[src/rtl/dmni_br_receiver_pkg.sv]
// Shared types and register map for the DMNI BrLite receive endpoint.
// Optional build macro used by the receiver: BR_RX_TIMESTAMP_EN.
package dmni_br_receiver_pkg;

  // BrLite broadcast message as delivered by the local router port.
  typedef struct packed {
    logic [15:0] payload;
    logic [15:0] seq_source;
    logic [3:0]  ksvc;
  } br_payload_t;

  localparam int BR_PAYLOAD_WIDTH = $bits(br_payload_t);
  localparam int BR_TS_WIDTH      = 32;

  // CPU-visible register offsets.
  typedef enum logic [7:0] {
    DMNI_BR_KSVC      = 8'h40,
    DMNI_BR_PAYLOAD   = 8'h44,
    DMNI_BR_STATUS    = 8'h48,
    DMNI_BR_TIMESTAMP = 8'h4C
  } dmni_mmr_t;

  // CPU view of a message body: sequence/source in the upper half.
  function automatic logic [31:0] br_payload_word(input br_payload_t msg);
    return {msg.seq_source, msg.payload};
  endfunction

endpackage

[src/rtl/dmni_br_fifo.sv]
// Generic synchronous FIFO: DEPTH must be a power of two so the pointers
// wrap naturally. Flush wins over a same-cycle push or pop.
module dmni_br_fifo #(
  parameter int DEPTH = 8,
  parameter int WIDTH = 36
) (
  input  logic                   clk_i,
  input  logic                   rst_ni,
  input  logic                   push_i,
  input  logic                   pop_i,
  input  logic                   flush_i,
  input  logic [WIDTH-1:0]       data_i,
  output logic [WIDTH-1:0]       head_o,
  output logic                   full_o,
  output logic                   empty_o,
  output logic [$clog2(DEPTH):0] count_o
);

  localparam int PW = $clog2(DEPTH);
  localparam int CW = PW + 1;

  logic [WIDTH-1:0] mem [DEPTH];
  logic [PW-1:0]    wr_ptr;
  logic [PW-1:0]    rd_ptr;
  logic [CW-1:0]    count;
  logic             do_push;
  logic             do_pop;

  assign full_o  = (count == CW'(DEPTH));
  assign empty_o = (count == '0);
  assign count_o = count;
  assign head_o  = mem[rd_ptr];

  // Push is refused when full, so a full FIFO with push+pop only pops.
  assign do_push = push_i & ~full_o & ~flush_i;
  assign do_pop  = pop_i & ~empty_o & ~flush_i;

  // Storage array, written at the tail; contents need no reset.
  always_ff @(posedge clk_i) begin
    if (do_push) mem[wr_ptr] <= data_i;
  end

  // Pointer and occupancy bookkeeping.
  always_ff @(posedge clk_i or negedge rst_ni) begin
    if (!rst_ni) begin
      wr_ptr <= '0;
      rd_ptr <= '0;
      count  <= '0;
    end else if (flush_i) begin
      wr_ptr <= '0;
      rd_ptr <= '0;
      count  <= '0;
    end else begin
      if (do_push) wr_ptr <= wr_ptr + PW'(1);
      if (do_pop)  rd_ptr <= rd_ptr + PW'(1);
      case ({do_push, do_pop})
        2'b10:   count <= count + CW'(1);
        2'b01:   count <= count - CW'(1);
        default: count <= count;
      endcase
    end
  end

endmodule

[src/rtl/dmni_br_receiver.sv]
// BrLite broadcast receive endpoint: buffers router messages and exposes
// the head to the CPU, with a level interrupt while messages are pending.
// Optional build macro: BR_RX_TIMESTAMP_EN adds a per-message acceptance
// timestamp readable at DMNI_BR_TIMESTAMP.
module dmni_br_receiver
  import dmni_br_receiver_pkg::*;
#(
  parameter int BUFFER_SIZE = 8,
  parameter int ADDR_WIDTH  = 8
) (
  input  logic                  clk_i,
  input  logic                  rst_ni,
  input  logic                  br_req_i,
  output logic                  br_ack_o,
  input  logic [35:0]           br_data_i,
  input  logic                  cfg_en_i,
  input  logic                  cfg_we_i,
  input  logic [ADDR_WIDTH-1:0] cfg_addr_i,
  input  logic [31:0]           cfg_data_i,
  output logic [31:0]           cfg_data_o,
  output logic                  irq_o
);

  localparam int CW = $clog2(BUFFER_SIZE) + 1;
`ifdef BR_RX_TIMESTAMP_EN
  localparam int FW = BR_PAYLOAD_WIDTH + BR_TS_WIDTH;
`else
  localparam int FW = BR_PAYLOAD_WIDTH;
`endif

  logic [FW-1:0] fifo_din;
  logic [FW-1:0] fifo_head;
  logic          fifo_full;
  logic          fifo_empty;
  logic [CW-1:0] fifo_count;
  br_payload_t   head_msg;
  logic          push;
  logic          pop;
  logic          flush;
  logic          rd_en;
  logic          status_wr;
  logic          irq_en;
  logic [31:0]   rd_data;
  logic          unused_cfg_bits;

  assign unused_cfg_bits = ^cfg_data_i[30:1];

  // Ack is also held low while reset is asserted so a router that keeps
  // requesting during reset never sees a phantom acceptance.
  assign br_ack_o = br_req_i & ~fifo_full & rst_ni;
  assign push     = br_req_i & br_ack_o;

  assign rd_en     = cfg_en_i & ~cfg_we_i;
  assign status_wr = cfg_en_i & cfg_we_i &
                     (cfg_addr_i == ADDR_WIDTH'(DMNI_BR_STATUS));
  assign flush     = status_wr & cfg_data_i[0];
  assign pop       = rd_en & ~fifo_empty &
                     (cfg_addr_i == ADDR_WIDTH'(DMNI_BR_PAYLOAD));

  assign head_msg = br_payload_t'(fifo_head[BR_PAYLOAD_WIDTH-1:0]);

`ifdef BR_RX_TIMESTAMP_EN
  logic [BR_TS_WIDTH-1:0] ts_cnt;

  // Free-running cycle counter sampled into each accepted entry.
  always_ff @(posedge clk_i or negedge rst_ni) begin
    if (!rst_ni) ts_cnt <= '0;
    else         ts_cnt <= ts_cnt + 32'd1;
  end

  assign fifo_din = {ts_cnt, br_data_i};
`else
  assign fifo_din = br_data_i;
`endif

  dmni_br_fifo #(
    .DEPTH (BUFFER_SIZE),
    .WIDTH (FW)
  ) u_fifo (
    .clk_i   (clk_i),
    .rst_ni  (rst_ni),
    .push_i  (push),
    .pop_i   (pop),
    .flush_i (flush),
    .data_i  (fifo_din),
    .head_o  (fifo_head),
    .full_o  (fifo_full),
    .empty_o (fifo_empty),
    .count_o (fifo_count)
  );

  // Register read decode; an empty FIFO reads as zero.
  always_comb begin
    rd_data = '0;
    if (cfg_addr_i == ADDR_WIDTH'(DMNI_BR_KSVC)) begin
      if (!fifo_empty) rd_data = {28'b0, head_msg.ksvc};
    end else if (cfg_addr_i == ADDR_WIDTH'(DMNI_BR_PAYLOAD)) begin
      if (!fifo_empty) rd_data = br_payload_word(head_msg);
    end else if (cfg_addr_i == ADDR_WIDTH'(DMNI_BR_STATUS)) begin
      rd_data = {irq_en, 23'b0, 8'(fifo_count)};
`ifdef BR_RX_TIMESTAMP_EN
    end else if (cfg_addr_i == ADDR_WIDTH'(DMNI_BR_TIMESTAMP)) begin
      if (!fifo_empty) rd_data = fifo_head[FW-1:BR_PAYLOAD_WIDTH];
`endif
    end
  end

  // Read data register: captured on a read strobe, held otherwise.
  always_ff @(posedge clk_i or negedge rst_ni) begin
    if (!rst_ni)    cfg_data_o <= '0;
    else if (rd_en) cfg_data_o <= rd_data;
  end

  // Interrupt enable written through the status register.
  always_ff @(posedge clk_i or negedge rst_ni) begin
    if (!rst_ni)        irq_en <= 1'b0;
    else if (status_wr) irq_en <= cfg_data_i[31];
  end

  // Registered level interrupt while messages are pending.
  always_ff @(posedge clk_i or negedge rst_ni) begin
    if (!rst_ni) irq_o <= 1'b0;
    else         irq_o <= irq_en & ~fifo_empty;
  end

endmodule
[config.mk]
export PLATFORM = sky130hd
export DESIGN_NAME = dmni_br_receiver
export DESIGN_NICKNAME = d
export VERILOG_FILES = /design/src/rtl/dmni_br_receiver_pkg.sv /design/src/rtl/dmni_br_fifo.sv /design/src/rtl/dmni_br_receiver.sv
export SDC_FILE = /design/constraint.sdc
export NUM_CORES = 1
export LEC_CHECK = 0
export CORE_ASPECT_RATIO = 1.2
export CORE_MARGIN = 2
export CORE_UTILIZATION = 62
export DETAILED_ROUTE_END_ITERATION = 10
export GPL_ROUTABILITY_DRIVEN = 1
export HOLD_SLACK_MARGIN = 0.02
export PLACE_DENSITY = 0.95
export SYNTH_ARGS = -nofsm -noshare
export SYNTH_HDL_FRONTEND = slang
export SYNTH_HIERARCHICAL = 1
export SYNTH_SLANG_ARGS = --single-unit
[constraint.sdc]
create_clock -name clk_i -period 12.5 [get_ports clk_i]
set_input_delay 3.125 -clock clk_i [delete_from_list [all_inputs] [get_ports clk_i]]
set_output_delay 3.125 -clock clk_i [all_outputs]
set_load 0.02 [all_outputs]
==> run_results.csv <==
group,metric,value,unit
layout,area_growth_syn_to_layout,16.40,%
floorplan,fp.dieW,136.1,um
placement,detailed_place_hpwl,14940,um
layout,final_net_count,795,
logic_synthesis,synthXorXnorAreaFrac,0.4051,%
worst_setup_path,cpMaxStageDelayCell,"sky130_fd_sc_hd__clkdlybuf4s50_1",
grt,first_pass_grt_wire_length,41950,um
grt,gr-max-usage-layer,"met2",
logic_synthesis,synth.net_count,697,
worst_setup_path,setup.worst_path.start_class,"primary input",
logic_synthesis,synth_compound_area_share,3.009,%
outcome,outcome,"complete, no violations",
sta,setup_repair_after_global_routing_missed_its_margin,"false",
clock_network,max-clock-path-buffers,3,
floorplan,dieArea,0.02210,mm^2
detailed_routing,vias,6705,
job,timing.max_cap.violations,0,
detailed_routing,routed_wire_length_per_instance,28.34,um
sta,fin_skew,0.01776,ns
power_and_ir_drop,switching_portion_of_total_power,23.00,%
power_and_ir_drop,p_seq_share,54.3,%
logic_synthesis,synth.distinct_cells,48,
sta,timing.final.crit_period,7.768,ns
sta,post-route-period-util,62.14,%
clock_network,postCtsSetupRepairBufs,0,
floorplan,fp-row-count,57,
clock_network,tritoncts,"done",
floorplan,die_height,162.5,um
logic_synthesis,synth_top_family_by_area,"multiplexers",
clock_network,cts-buffers-inserted,29,
logic_synthesis,seq_area_frac_synth,75.15,%
sta,setup_violations,0,
logic_synthesis,adder_and_majority_gate_portion_of_the_synthesized_area,0.5401,%
placement,place_congestion,0.8125,
worst_setup_path,max_stage_delay,0.61,ns
sta,max_clock_freq,0.1287,GHz
sta,setup_tns,0,ns
hold_path,worst_hold_path_type,"flop to flop",
floorplan,io_pins,115,
worst_setup_path,max_fanout_on_critical_path,45,
floorplan,core_area,0.02040,mm^2
clock_network,clock_sinks,332,
logic_synthesis,synth-edff-count,288,
logic_synthesis,synth_async_sr_flop_share,13.25,%
clock_network,cts_resized,0,
logic_synthesis,ys_warn_count,6,
worst_setup_path,critical_path.n_buffers_inverters,3,
detailed_routing,route.final.wire_length,28220,um
detailed_routing,drt-pass1-iter-count,7,
power_and_ir_drop,power.static_leakage,4.962,nW
sta,final-max-slew-violation-count,0,
worst_setup_path,crit_required,9.38,ns
worst_setup_path,cp.arrival,4.64,ns
sta,report.final.hold_viol_count,0,
logic_synthesis,synth_simple_gate_area_share,3.366,%
power_and_ir_drop,ratio_of_total_power_to_cell_area,163.5,mW/mm^2
layout,final_area,0.01510,mm^2
grt,met3_usage,3.922,%
clock_network,cts-root-buf,"sky130_fd_sc_hd__clkbuf_16",
logic_synthesis,synth_area,0.01297,mm^2
power_and_ir_drop,combinationalPowerShare,9.1,%
grt,overflow,0,
placement,place_area,0.01414,mm^2
power_and_ir_drop,power.switching,567.8,uW
grt,gr-usage-met2,42.26,%
worst_setup_path,crit_family,"buffers and inverters",
logic_synthesis,ys_seq_elements,332,
clock_network,cts_max_level,1,
power_and_ir_drop,vdd_drop_max,0.1348,mV
layout,mostFrequentLayoutCells,"288 x sky130_fd_sc_hd__edfxtp_1, 83 x sky130_fd_sc_hd__clkdlybuf4s50_1, 72 x sky130_fd_sc_hd__mux4_2",
detailed_routing,drt_first_iter_violations,728,
layout,postLayoutCoreUtil,74.04,%
grt,grt_usage,26.10,%
worst_setup_path,critical_path.cell_chain,"buf_2 -> buf_4 -> nand2_1 -> nor2_1 -> clkdlybuf4s50_1",
worst_setup_path,cp-end-kind,"output pin",
layout,mostFrequentLayoutCell,"sky130_fd_sc_hd__edfxtp_1",
grt,largest_net_degree_at_the_start_of_global_routing,51,
logic_synthesis,synth_top_flop_cell,"sky130_fd_sc_hd__edfxtp_1",
sta,worst_slew_pin_slew,1.174,ns
layout,num_antenna_cells,0,
power_and_ir_drop,p_int,1.901,mW
layout,final_layout_size_suffix_gt1_share,25.44,%
detailed_routing,viasPerCell,6.732,
power_and_ir_drop,power.clock.fraction,36.6,%
clock_network,clock_insertion_delay_at_the_later_pin_of_the_skew_report,0.55,ns
detailed_routing,drc_errors,0,
placement,port_buf_inserts,84,
worst_setup_path,timing.setup.critical_path_class,"primary input to output pin",
grt,first_global_vias,7103,
grt,grt_antenna_before_repair,0,
floorplan,effective_utilization_at_floorplan,63.61,%
clock_network,ctsHoldBuffers,0,
grt,gr-usage-met1,36.17,%
clock_network,clk_pin_slew,0.06,ns
logic_synthesis,avgSynthCellArea,21.23,um^2
logic_synthesis,postSynthCellCount,611,
detailed_routing,detail-route-antenna-nets,0,
logic_synthesis,yosys-mux-area-fraction,16.02,%
sta,timing.slew.headroom,21.00,%
through the flow:
step	worst slack (ns)	hold WS, ns	power (mW)	instances
after detailed placement	4.700	0.4770	1.575	943
after global placement	4.678	0.4769	1.550	943
after CTS	4.683	0.4918	2.473	996
after floorplan	5.733	0.4729	1.477	611
after global routing	4.581	0.5179	2.535	996
final	4.732	0.4869	2.468	996
synth_stat cells (3+ instances only):
| cell | count | share of area [%] |
|---|---|---|
| sky130_fd_sc_hd__nand2_1 | 10 | 0.29 |
| sky130_fd_sc_hd__inv_1 | 5 | 0.14 |
| sky130_fd_sc_hd__nor3_1 | 4 | 0.15 |
| sky130_fd_sc_hd__xor2_1 | 3 | 0.20 |
| sky130_fd_sc_hd__edfxtp_1 | 288 | 67 |
| sky130_fd_sc_hd__ha_1 | 4 | 0.39 |
| sky130_fd_sc_hd__nor2b_1 | 4 | 0.19 |
| sky130_fd_sc_hd__o211ai_1 | 3 | 0.17 |
| sky130_fd_sc_hd__o2111ai_1 | 4 | 0.27 |
| sky130_fd_sc_hd__xnor2_1 | 3 | 0.20 |
| sky130_fd_sc_hd__a211oi_1 | 3 | 0.17 |
| sky130_fd_sc_hd__nand3_1 | 5 | 0.19 |
| sky130_fd_sc_hd__nor4bb_1 | 4 | 0.31 |
| sky130_fd_sc_hd__nand2b_1 | 5 | 0.24 |
| sky130_fd_sc_hd__and3b_1 | 5 | 0.34 |
| sky130_fd_sc_hd__clkbuf_1 | 18 | 0.52 |
| sky130_fd_sc_hd__mux2_2 | 36 | 3.1 |
| sky130_fd_sc_hd__a21oi_1 | 3 | 0.12 |
| sky130_fd_sc_hd__dfrtp_1 | 44 | 8.5 |
| sky130_fd_sc_hd__buf_2 | 7 | 0.27 |
| sky130_fd_sc_hd__mux2i_1 | 4 | 0.31 |
| sky130_fd_sc_hd__a22o_1 | 27 | 1.8 |
| sky130_fd_sc_hd__nor2_1 | 19 | 0.55 |
| sky130_fd_sc_hd__mux4_2 | 72 | 12 |
power by group through the flow:
stage	logic [mW]	clock network, mW	registers (mW)
2_1_floorplan	0.133	0	1.34
3_3_place_gp	0.199	0	1.35
3_5_place_dp	0.214	0	1.36
4_1_cts	0.222	0.911	1.34
5_1_grt	0.237	0.950	1.35
6_report	0.224	0.903	1.34
cell type report:
| type | count | area, um^2 |
|---|---|---|
| sequential | 332 | 9756 |
| fill | 1081 | 5295 |
| multi-input combinational | 242 | 3083 |
| timing repair buffer | 99 | 948.4 |
| clock buffer | 40 | 817.0 |
| tap | 265 | 331.6 |
| clock inverter | 13 | 147.6 |
| inverter | 5 | 18.77 |
sequential cells by signal, summed over array words and instances (netlist names):
| signal | cells |
|---|---|
| cfg_data_o | 32 |
| irq_en | 1 |
| irq_o | 1 |
| u_fifo/count_o | 4 |
| u_fifo/mem | 288 |
| u_fifo/rd_ptr | 3 |
| u_fifo/wr_ptr | 3 |
final timing paths:
check | slack (ns) | from | end | depth (start not counted)
worst min-delay path | 0.49 | cfg_data_o[3] | cfg_data_o[3] | 2
min in group asynchronous | 2.72 | rst_ni | cfg_data_o[9] | 2
worst max-delay path | 4.73 | rst_ni | br_ack_o | 5
worst max register to register | 8.20 | u_fifo/count_o[0] | u_fifo/count_o[3] | 12
worst min register to register | 0.49 | cfg_data_o[3] | cfg_data_o[3] | 2
max in group asynchronous | 9.26 | rst_ni | u_fifo/rd_ptr[0] | 2
logic make-up after synthesis:
group           count (synthesis)
compound gates                 46
buf+inv                        37
mux                           113
xor+xnor                        6
fa+ha+maj                       5
simple gates                   72
flops                         332
per-layer routing:
metal  vias up  routed length [um]
met5         -                   0
met4         0                1156
met3        96                2678
met2       447               14060
met1      3428               10330
li1       2734                   -
tightest hold or removal path, delay by kind of cell (launching register included):
kind             cells  cell delay, ns
flip-flops           1            0.34
AND/OR/NAND/NOR      2            0.12
Power figures use the tool's default switching activity.
